<file path="src/rtl/stacker_row_engine.sv">
// Stacker game control: moving block pattern, per-row placement and trimming,
// win/lose detection and array clear. Optional macro STACKER_SHRINK_EN narrows the pattern at rows 3 and 6.
module stacker_row_engine #(
  parameter logic [7:0] START_PATTERN = 8'b00111000,
  parameter int         NUM_ROWS      = 8
) (
  input  logic       clk,
  input  logic       reset,
  input  logic       btn,
  input  logic       update_clk,
  output logic [7:0] val,
  output logic [2:0] row_index,
  output logic       write_strobe,
  output logic       clr_array,
  output logic [2:0] state
);

  // Handshake: write_strobe is a one-cycle pulse qualifying val/row_index
  // (display row 7-row_index); clr_array is a one-cycle pulse. No ready exists:
  // the consumer must accept every pulse on the edge after it is raised.

  typedef enum logic [2:0] {
    QINIT  = 3'd0,
    QMOVE  = 3'd1,
    QPLACE = 3'd2,
    QNEXT  = 3'd3,
    QWIN   = 3'd4,
    QLOSE  = 3'd5
  } state_t;

  localparam logic       DIR_LEFT  = 1'b0;
  localparam logic       DIR_RIGHT = 1'b1;
  localparam logic [2:0] LAST_ROW  = 3'(NUM_ROWS - 1);

  state_t     state_q;
  logic       dir;
  logic [7:0] prev_row;

  logic [7:0] trimmed;
  logic [2:0] next_row;
  logic [7:0] next_val;
  logic [7:0] shifted;
  logic       next_dir;

  assign state = state_q;

  function automatic logic [7:0] drop_leftmost(input logic [7:0] v);
    logic [7:0] r;
    logic       done;
    r    = v;
    done = 1'b0;
    for (int i = 7; i >= 0; i--) begin
      if (!done && v[i]) begin
        r[i] = 1'b0;
        done = 1'b1;
      end
    end
    return r;
  endfunction

  always_comb begin
    trimmed  = val & prev_row;
    next_row = (row_index == LAST_ROW) ? row_index : row_index + 3'd1;
    next_val = val;
`ifdef STACKER_SHRINK_EN
    // v & (v-1) is nonzero exactly when more than one bit is set.
    if ((next_row == 3'd3 || next_row == 3'd6) && ((val & (val - 8'd1)) != 8'd0))
      next_val = drop_leftmost(val);
`else
    next_val = val;
`endif
  end

  // Bounce happens on the tick that finds the pattern against an edge,
  // so the pattern never idles at the wall.
  always_comb begin
    shifted  = val;
    next_dir = dir;
    if (dir == DIR_LEFT && val[7]) begin
      next_dir = DIR_RIGHT;
      shifted  = val >> 1;
    end else if (dir == DIR_RIGHT && val[0]) begin
      next_dir = DIR_LEFT;
      shifted  = val << 1;
    end else if (dir == DIR_LEFT) begin
      shifted  = val << 1;
    end else begin
      shifted  = val >> 1;
    end
  end

  always_ff @(posedge clk) begin
    if (reset) begin
      state_q      <= QINIT;
      val          <= 8'h00;
      row_index    <= 3'd0;
      write_strobe <= 1'b0;
      clr_array    <= 1'b0;
      dir          <= DIR_LEFT;
      prev_row     <= 8'hFF;
    end else begin
      write_strobe <= 1'b0;
      clr_array    <= 1'b0;
      case (state_q)
        QINIT: begin
          if (btn) begin
            val          <= START_PATTERN;
            row_index    <= 3'd0;
            prev_row     <= 8'hFF;
            dir          <= DIR_LEFT;
            write_strobe <= 1'b1;
            state_q      <= QMOVE;
          end
        end
        QMOVE: begin
          if (btn) begin
            state_q <= QPLACE;
          end else if (update_clk) begin
            val          <= shifted;
            dir          <= next_dir;
            write_strobe <= 1'b1;
          end
        end
        QPLACE: begin
          val          <= trimmed;
          write_strobe <= 1'b1;
          if (trimmed == 8'h00)
            state_q <= QLOSE;
          else if (row_index == LAST_ROW)
            state_q <= QWIN;
          else
            state_q <= QNEXT;
        end
        QNEXT: begin
          // The row below remembers the unshrunk trimmed pattern.
          prev_row     <= val;
          row_index    <= next_row;
          val          <= next_val;
          dir          <= DIR_LEFT;
          write_strobe <= 1'b1;
          state_q      <= QMOVE;
        end
        QWIN, QLOSE: begin
          if (btn) begin
            clr_array <= 1'b1;
            state_q   <= QINIT;
          end
        end
        default: begin
          clr_array <= 1'b1;
          state_q   <= QINIT;
        end
      endcase
    end
  end

endmodule

</file>
<file path="config.mk">
export PLATFORM = sky130hd
export DESIGN_NAME = stacker_row_engine
export DESIGN_NICKNAME = d
export VERILOG_FILES = /design/src/rtl/stacker_row_engine.sv
export SDC_FILE = /design/constraint.sdc
export NUM_CORES = 1
export LEC_CHECK = 0
export BUFFER_PORTS_ARGS = -buffer_cell sky130_fd_sc_hd__buf_2
export CAP_MARGIN = 10
export CORE_MARGIN = 2
export CORE_UTILIZATION = 26
export DETAILED_ROUTE_END_ITERATION = 12
export PLACE_DENSITY = 0.4
export SETUP_SLACK_MARGIN = 0.4
export SKIP_LAST_GASP = 1
export SYNTH_ARGS = -nofsm -noshare
export SYNTH_HDL_FRONTEND = slang
export SYNTH_SLANG_ARGS = --single-unit
</file>
<file path="constraint.sdc">
create_clock -name clk -period 2.7 [get_ports clk]
set_input_delay 0 -clock clk [delete_from_list [all_inputs] [get_ports clk]]
set_output_delay 0 -clock clk [all_outputs]
set_load 0.005 [all_outputs]
</file>
Word-level counts from Yosys, hierarchy flattened
Cells that the tools add are included.
Widths: inputs -> output; s select.
{"block": "classes", "n_bitwise": 2, "n_addsub": 1, "eq_ne": 13, "reduce_logical": 15, "n_mux": 28}
{"op": "$mux 8", "n": 7}
{"op": "$pmux 8 s3", "n": 1}
{"op": "$mux 3", "n": 6}
{"op": "$pmux 8 s2", "n": 1}
{"op": "$pmux 3 s5", "n": 1}
{"op": "$ne 2x2->1 const B", "n": 6}
{"op": "$eq 3x3->1 const B", "n": 3}
{"op": "$and 8x8->8", "n": 1}
{"op": "$logic_not 8->1", "n": 1}
{"op": "$mux 1", "n": 8}
{"op": "$eq 3x2->1 const B", "n": 2}
{"op": "$pmux 1 s3", "n": 2}
{"op": "$pmux 3 s2", "n": 1}
{"op": "$reduce_and 3->1", "n": 2}
{"op": "$reduce_bool 3->1", "n": 2}
{"op": "$reduce_and 5->1", "n": 1}
{"op": "$reduce_and 4->1", "n": 1}
{"op": "$reduce_or 2->1", "n": 2}
{"op": "$reduce_or 4->1", "n": 1}
{"op": "$add 3x1->3 const B", "n": 1}
{"op": "$eq 3x1->1 const B", "n": 1}
{"op": "$logic_not 3->1", "n": 1}
{"op": "$ne 3x3->1 const B", "n": 1}
{"op": "$logic_and 1x1->1", "n": 2}
{"op": "4 further kinds", "n": 4}
{"block": "totals", "output_inout_bits": 16, "elab_cells": 66, "ff_bits": 25, "input_bits": 4}

Logic depth before layout (Yosys ltp)
Gate-level depths: netlist of run 1.
{"block": "depth", "depth_word": 6, "depth_mapped": 6, "mapped_depth_nobuf": 5}

Worst setup path before layout of run 1
OpenSTA, ideal clock, no wires.
{"block": "synth_timing", "path_kind": "flip-flop to flip-flop", "startpoint": "reg row_index[0]", "endpoint": "reg row_index[0]", "slack_ps": 1358, "required_ps": 2579, "arrival_time_ps": 1221, "period_less_slack_ps": 1342, "stages_incl_launch_ff": 6, "cell_sequence": "dfxtp_1 ha_1 ha_1 o21ai_2 a21oi_2 mux2_4"}
{"block": "synth_between", "elab_chain_cells": 3, "word_cells_on_any_way": 6, "cone_classes": "add/sub: 1; eq/ne: 2; mux: 2; reduce/logical: 1"}
{"element": "start: declaration", "line": "12", "source": "output logic [2:0] row_index,"}
{"element": "start signal: assignment", "line": "137", "source": "row_index <= next_row;"}
{"element": "$add 3x1->3 or $eq 3x3->1 (tied branches)", "line": "63", "source": "next_row = (row_index == LAST_ROW) ? row_index : row_index + 3'd1;"}
{"element": "$mux 3 or $ne 2x2->1 (tied branches)"}
{"element": "$pmux 3 s2 or $reduce_and 3->1 (tied branches)"}
Parallel ways exist; a longest one is shown, timed or not. The select of a mux whose other input is x is not followed.
A chain may end at the register's enable or synchronous reset.

Worst setup path after layout of run 1
{"block": "layout_timing", "startpoint": "reg state_q[0], in the netlist state[0]", "endpoint": "reg val[1]"}
{"block": "layout_between", "elab_chain_cells": 3, "word_cells_on_any_way": 9, "cone_classes": "eq/ne: 5; mux: 1; reduce/logical: 3"}
{"element": "start: declaration", "line": "35", "source": "state_t state_q;"}
{"element": "start signal: assignment", "line": "94", "source": "state_q <= QINIT;"}
{"element": "start signal: assignment", "line": "112", "source": "state_q <= QMOVE;"}
{"element": "start signal: assignment", "line": "117", "source": "state_q <= QPLACE;"}
{"element": "$eq 3x1->1 (tied with other cells)", "line": "104", "source": "case (state_q)"}
{"element": "$ne 2x2->1 (no line) or $reduce_bool 3->1 (tied branches)"}
{"element": "$reduce_and 4->1 (no line)"}
{"element": "end signal: assignment", "line": "119", "source": "val <= shifted;"}
{"element": "end signal: assignment", "line": "125", "source": "val <= trimmed;"}
{"element": "end signal: assignment", "line": "138", "source": "val <= next_val;"}
{"element": "end: declaration", "line": "11", "source": "output logic [7:0] val,"}
Parallel ways exist; a longest one is shown, timed or not.

==> metrics.md, run 1 <==
| Metric | Value |
|---|---|
| Fin Hold WS | 68.96 ps |
| Diodes inserted | 0 |
| Post-layout minimum cycle time | 1635 ps |
| Core Region | roughly 5000 um2 |
| Syn Area/Cell | between 9 and 10 um2 |
| Final wirelength | between 3000 and 4000 um |
| Routed WL per cell | approximately 15 um |
| Vias in the first global route | between 1000 and 1500 |
| Worst-path maximum fanout | 16 |
| Syn. warnings | 0 |
| CTS Hold Buffers Added | 0 |
| Pwr Density | between 400 and 500 nW/um2 |
| Cell count of the worst hold path | 3 |
| Worst Clk Skew | roughly 2.3 ps |
| # clock sinks | 25 |
| Clk buf depth | 2 |
| WP data required | about 2900 ps |
| First-pass iteration count of the detailed router | 4 |
| FFs w/ async S/R, synth | 0 |
| Slowest CP cell | dfxtp_1 |
| Internal | between 0.5 and 0.6 mW |
| Worst VDD drop | 0.1636 mV |
| Final Hold Fails | 0 |
| Fill count | between 500 and 600 |
| Worst path top cell family by delay | flip-flops |
| Rel. slew slack | 0.6560 |
| Tcrit/Tclk final | 0.6055 |
| Number of enable flip-flop cells after synthesis | 0 |
| H-tree Lvls | 1 |
| Number of buffers created by CTS | 3 |
| Clock-pin slew on the worst setup and hold paths | about 90 ps |
| Net Count, Synth | 150 |
| Sequential area share after synthesis | 0.3724 |
| Clk_lat worst skew | 260 ps |
| Switching share of total power | 0.2797 |
| Routed Antenna Nets | 0 |
| DRC Markers | 0 |
| Cell variety after synth | 48 |
| Most common cell in the netlist | dfxtp_1 |
| Startpoint types | register |
| CTS tree | built |
| Routed vias/inst | 4.930 |
| Max-cap violation count | 0 |
| I/O Pins | 20 |
| Via count | around 1100 |
| Gr ovfl total | 0 |
| Final Max Slew Viols | 0 |
| Fin Setup TNS | 0 ps |
| Die ar. | 5759 um2 |
| Leak | 0.5907 nW |
| Root Driver | clkbuf_8 |
| Tot Pwr | ~0.75 mW |
| Share of cells above drive strength 1 | 0.2264 |
| Nets | about 170 |
| Post-Syn Area | between 1000 and 1500 um2 |
| Top-area cell type share of the netlist area | 0.3724 |
| Slew @ Worst Pin | roughly 500 ps |
| Initial drt markers | about 110 |
| Worst path bufs/invs | 0 |
| Synth top cells by count | 25 x dfxtp_1, 12 x nand2b_1, 11 x a21oi_1 |
| Sequential share of power | 0.542 |
| Crit path capture type | register |
| GR Util All Layers | 0.1271 |
| Post-DP HPWL | 2433 um |
| Combinational share of power | 0.159 |
| FF-to-FF path depth | 3 |
| Die width | between 70 and 80 um |
| Largest net degree at the start of global routing | 27 |
| Status | finished clean |
| Initial core utilization | 0.2665 |
| Fmax | around 0.6 GHz |
| Die height | roughly 76 um |
| Top cells by area, synth | dfxtp_1 37%, nand2b_1 5.6%, a21oi_1 4.1% |
| Gate Count Post-Synth | between 100 and 150 |
| Final GP Congestion | roughly 0.76 |
| Synth Register Bits | 25 |
| Cts repair resizes | 0 |
| Synth area leader | dfxtp_1 |
| Main synth FF type | dfxtp_1 |
| First-pass GRT wire length | around 5500 um |
| Net Sw Power | roughly 0.21 mW |
| CP Data Arrival Time | roughly 1800 ps |
| Worst path depth | 3 |
| Crit Path Class | register to register |
| Slowest stage delay, CP | between 600 and 700 ps |
| Critical Path, Cell by Cell | nor3b_2, nand2_1, o32ai_1 |
| Setup Buffers After CTS | 0 |
| # rows | 26 |
| I/O Buffers | 19 |
| Initial antenna violation count | 0 |
| RSZ-0062 raised after global routing | no |
| Worst min path class | input pin to register |
| Final setup vio count | 0 |
| Synthesis-to-finish area growth | 13.41% |
| Clock power share | 0.299 |
[per-layer routing]
layer	vias to the layer above	routed length (um)	track usage
met5	-	0	0
met4	0	29	0.04094
met3	2	103	0.01984
met2	25	1541	0.1887
met1	534	1698	0.1868
li1	568	-	-
[worst min-delay path, cell delays in order]
cell,delay [ps]
buf_2,140
nand3b_1,90
a211oi_1,60
[per-stage QoR]
step / cell area, um2 / instances / util / setup WS, ps
after detailed placement: 1479 / 225 / 0.2933 / 1091
after global routing: 1524 / 229 / 0.3022 / 878.1
final: 1524 / 229 / 0.3022 / 1065
after floorplan: 1344 / 144 / - / 1358
after global placement: 1479 / 225 / 0.2933 / 1104
after CTS: 1524 / 229 / 0.3022 / 1073
[cell families after synthesis]
kind of cell / count (synthesis) / synth area share
simple gates: 50 / 0.2393
mux: 5 / 0.04097
compound gates: 48 / 0.2765
fa+ha+maj: 2 / 0.01862
buf+inv: 14 / 0.05214
flops: 25 / 0.3724
[final timing paths]
kind / startpoint / endpoint / slack (ps)
worst min-delay path: btn / state[1] / 70
worst max register to register: state[0] / val[1] / 1070
worst min register to register: row_index[1] / row_index[1] / 500
worst max-delay path: state[0] / val[1] / 1070
[state kept, by name, summed over array words and instances (netlist names)]
signal	cells
write_strobe	1
prev_row	8
val	8
state	3
row_index	3
dir	1
clr_array	1
[final cells by class]
cell class | instances | area [um2] | share of cell area
Timing Repair Buffer | 19 | 95.09 | 0.06240
Inverter | 6 | 22.52 | 0.01478
Sequential cell | 25 | 500.5 | 0.3284
Clock buffer | 4 | 45.04 | 0.02956
Tap cell | 70 | 87.58 | 0.05747
Multi-Input combinational cell | 105 | 773.2 | 0.5074
[power by group through the flow]
stage                     combinational [mW]  sequential [mW]  clock [mW]
after CTS                              0.121            0.407       0.234
after global routing                   0.133            0.411       0.252
after floorplan                       0.0955            0.404           0
after detailed placement               0.121            0.415           0
final                                  0.120            0.407       0.225
after global placement                 0.121            0.415           0
[layout by cell type (no fill, tap or decap), types with 2 or more instances in the layout]
cell type,n
a211oi_1,3
a21oi_1,11
a22o_1,2
a22oi_1,4
a311oi_1,3
and3_1,5
buf_2,19
clkbuf_8,3
dfxtp_1,25
ha_1,2
inv_1,5
mux2i_1,4
nand2_1,6
nand2b_1,12
nand3_1,3
nand3b_1,2
nor2_1,4
nor2b_1,4
nor3_1,3
o22ai_1,8
o32ai_1,5
(Power assumes the default switching activity.)
==> run 2, diff against run 1 <==
--- a/config.mk
+++ b/config.mk
@@ -10,7 +10,7 @@
 export CORE_MARGIN = 2
 export CORE_UTILIZATION = 26
 export DETAILED_ROUTE_END_ITERATION = 12
-export PLACE_DENSITY = 0.4
+export PLACE_DENSITY = 0.41
 export SETUP_SLACK_MARGIN = 0.4
 export SKIP_LAST_GASP = 1
 export SYNTH_ARGS = -nofsm -noshare
==> constraint.sdc (replaced) <==
create_clock -name clk -period 1.5 [get_ports clk]
set_input_delay 0 -clock clk [delete_from_list [all_inputs] [get_ports clk]]
set_output_delay 0 -clock clk [all_outputs]
set_load 0.005 [all_outputs]
==> metrics.md, run 2 (synthesis results as in run 1) <==
| Metric | Value |
|---|---|
| Fill count | 534 (-4.0%) |
| Crit Path Class | register to register |
| # rows | 26 (unchanged) |
| Final GP Congestion | 0.7503 (-1.4%) |
| FF-to-FF path depth | 4 (+1) |
| Commonest non-fill, non-tap cells in the layout | 23 x buf_4, 19 x buf_2, 13 x dfxtp_1 |
| Fmax | 0.7398 GHz (+21%) |
| # clock sinks | 25 (unchanged) |
| Fin Setup TNS | 0 ps (unchanged) |
| I/O Pins | 20 (unchanged) |
| Startpoint types | register |
| Leak | 0.7540 nW (+28%) |
| Number of buffers created by CTS | 3 (unchanged) |
| Most common cell after layout, fill and taps aside | buf_4 |
| Worst min path class | input pin to register |
| Routed Antenna Nets | 0 (unchanged) |
| Share of cells above drive strength 1 | 0.5838 (+0.3574) |
| Largest net degree at the start of global routing | 18 (-33%) |
| Biggest regs | prev_row (8), val (8) |
| H-tree Lvls | 1 (unchanged) |
| First-pass iteration count of the detailed router | 4 (unchanged) |
| DRC Markers | 0 (unchanged) |
| Non-filler cells, final | 255 (+11%) |
| Gr ovfl total | 0 (unchanged) |
| Via count | 1264 (+12%) |
| Clk buf depth | 2 (unchanged) |
| RSZ-0062 raised after global routing | yes |
| Initial antenna violation count | 0 (unchanged) |
| Area occupied by multi-input gates | 982.2 um2 (+27%) |
| Vias in the first global route | 1167 (+9.4%) |
| Slowest CP cell | or3b_4 |
| Crit path capture type | register |
| Tcrit/Tclk final | 0.9011 (+0.2956) |
| Clk_lat worst skew | 270 ps (about the same) |
| Routed WL per cell | 15.20 um (+3.2%) |
| Critical Path, Cell by Cell | or3b_4, o21ai_2, a21oi_2, mux2_4 |
| Core Region | 5042 um2 (unchanged) |
| Post-placement cell count | 233 (+3.6%) |
| Post-layout minimum cycle time | 1352 ps (-283.2 ps) |
| I/O Buffers | 19 (unchanged) |
| Slew @ Worst Pin | 285.8 ps (-229.4 ps) |
| Initial drt markers | 39 (-64%) |
| Final setup vio count | 0 (unchanged) |
| CTS tree | built |
| Rel. slew slack | 0.8092 (+0.1532) |
| Worst Clk Skew | 10.69 ps (+8.354 ps) |
| Pwr Density | 754.3 nW/um2 (+53%) |
| Nets | 192 (+16%) |
| Status | finished clean |
| CP Data Arrival Time | 1510 ps (-300 ps) |
| Cell count of the worst hold path | 2 (-1) |
| First-pass GRT wire length | 5968 um (+9.5%) |
| Die width | 75.89 um (unchanged) |
| CTS Hold Buffers Added | 0 (unchanged) |
| Die ar. | 5759 um2 (unchanged) |
| Worst VDD drop | 0.4252 mV (+160%) |
| Initial core utilization | 0.2665 (unchanged) |
| Worst-path maximum fanout | 7 (-9) |
| Synthesis-to-finish area growth | 47.11% |
| Sequential cell area | 530.5 um2 (+6.0%) |
| Clock-pin slew on the worst setup and hold paths | 100 ps (about the same) |
| Diodes inserted | 0 (unchanged) |
| Final wirelength | 3877 um (+15%) |
| Max-cap violation count | 0 (unchanged) |
| GR Util All Layers | 0.1407 (+0.01357) |
| Routed vias/inst | 4.957 (+0.54%) |
| Die height | 75.89 um (unchanged) |
| Post-DP HPWL | 2496 um (+2.6%) |
| Slowest stage delay, CP | 440 ps (-200 ps) |
| WP data required | 1660 ps (-1210 ps) |
| Root Driver | clkbuf_8 |
| Final Hold Fails | 0 (unchanged) |
| Final Max Slew Viols | 0 (unchanged) |
## run 2: cell count changes in the layout (fill, tap and decap cells not counted), moves of 3 or more
cell	delta
a21oi_1	-3
a21oi_2	+3
a22oi_1	-4
a22oi_2	+4
buf_4	+23
dfxtp_1	-12
dfxtp_2	+6
dfxtp_4	+6
o22ai_1	-8
o22ai_2	+8
o32ai_1	-4
o32ai_2	+4
## run 2: final timing paths
check | start | endpoint | slack (ps)
worst max-delay path | state[0] | row_index[0] | 150
worst min-delay path | reset | write_strobe | 60
worst max register to register | state[0] | row_index[0] | 150
worst min register to register | row_index[1] | row_index[1] | 510
## run 2: what timing repair did
item,in CTS,in global routing
buffers inserted,14,3
gates cloned,1,0
pin swaps,7,7
endpoints found under the setup margin,25,25
resized for setup,26,25
## run 2: area by class of cell
class	count	share of cell area
Clock buffer	3	0.02089
Clock inverter	1	0.002532
Inverter	6	0.01139
Tap cell	70	0.04430
Sequential cell	25	0.2684
Multi-Input combinational cell	106	0.4968
Timing Repair Buffer	44	0.1557
## run 2: stage by stage
| step | setup slack [ps] | util | hold slack, ps | power [mW] | area [um2] |
|---|---|---|---|---|---|
| finish | 148.3 | 0.3921 | 56.37 | 1.491 | 1977 |
| global route | 90.67 | 0.3921 | 60.58 | 1.581 | 1977 |
| CTS | 154.3 | 0.3663 | 36.93 | 1.479 | 1847 |
| detailed placement | 69.18 | 0.3139 | 322.3 | 0.9770 | 1583 |
| global placement | 48.29 | 0.3139 | 328.3 | 0.9768 | 1583 |
| floorplan | 243.3 | - | 164.5 | 0.9019 | 1391 |
## run 2: where the power goes
part           internal, mW  total (mW)  switching (mW)
logic                 0.185       0.362           0.177
clock network         0.186       0.408           0.222
registers             0.684       0.722          0.0373
## run 2: critical path, delay by kind of cell (launching register included)
family | cells | cell delay (ps)
AOI/OAI and AO/OA | 2 | 170
DFF | 1 | 380
muxes | 1 | 260
and+or+nand+nor | 1 | 440
## run 2: layer usage
metal,vias up,GRT usage,part of all wire
li1,627,-,-
met1,611,0.2010,0.48
met2,20,0.2184,0.47
met3,6,0.02116,0.033
met4,0,0.04094,0.021
met5,-,0,0
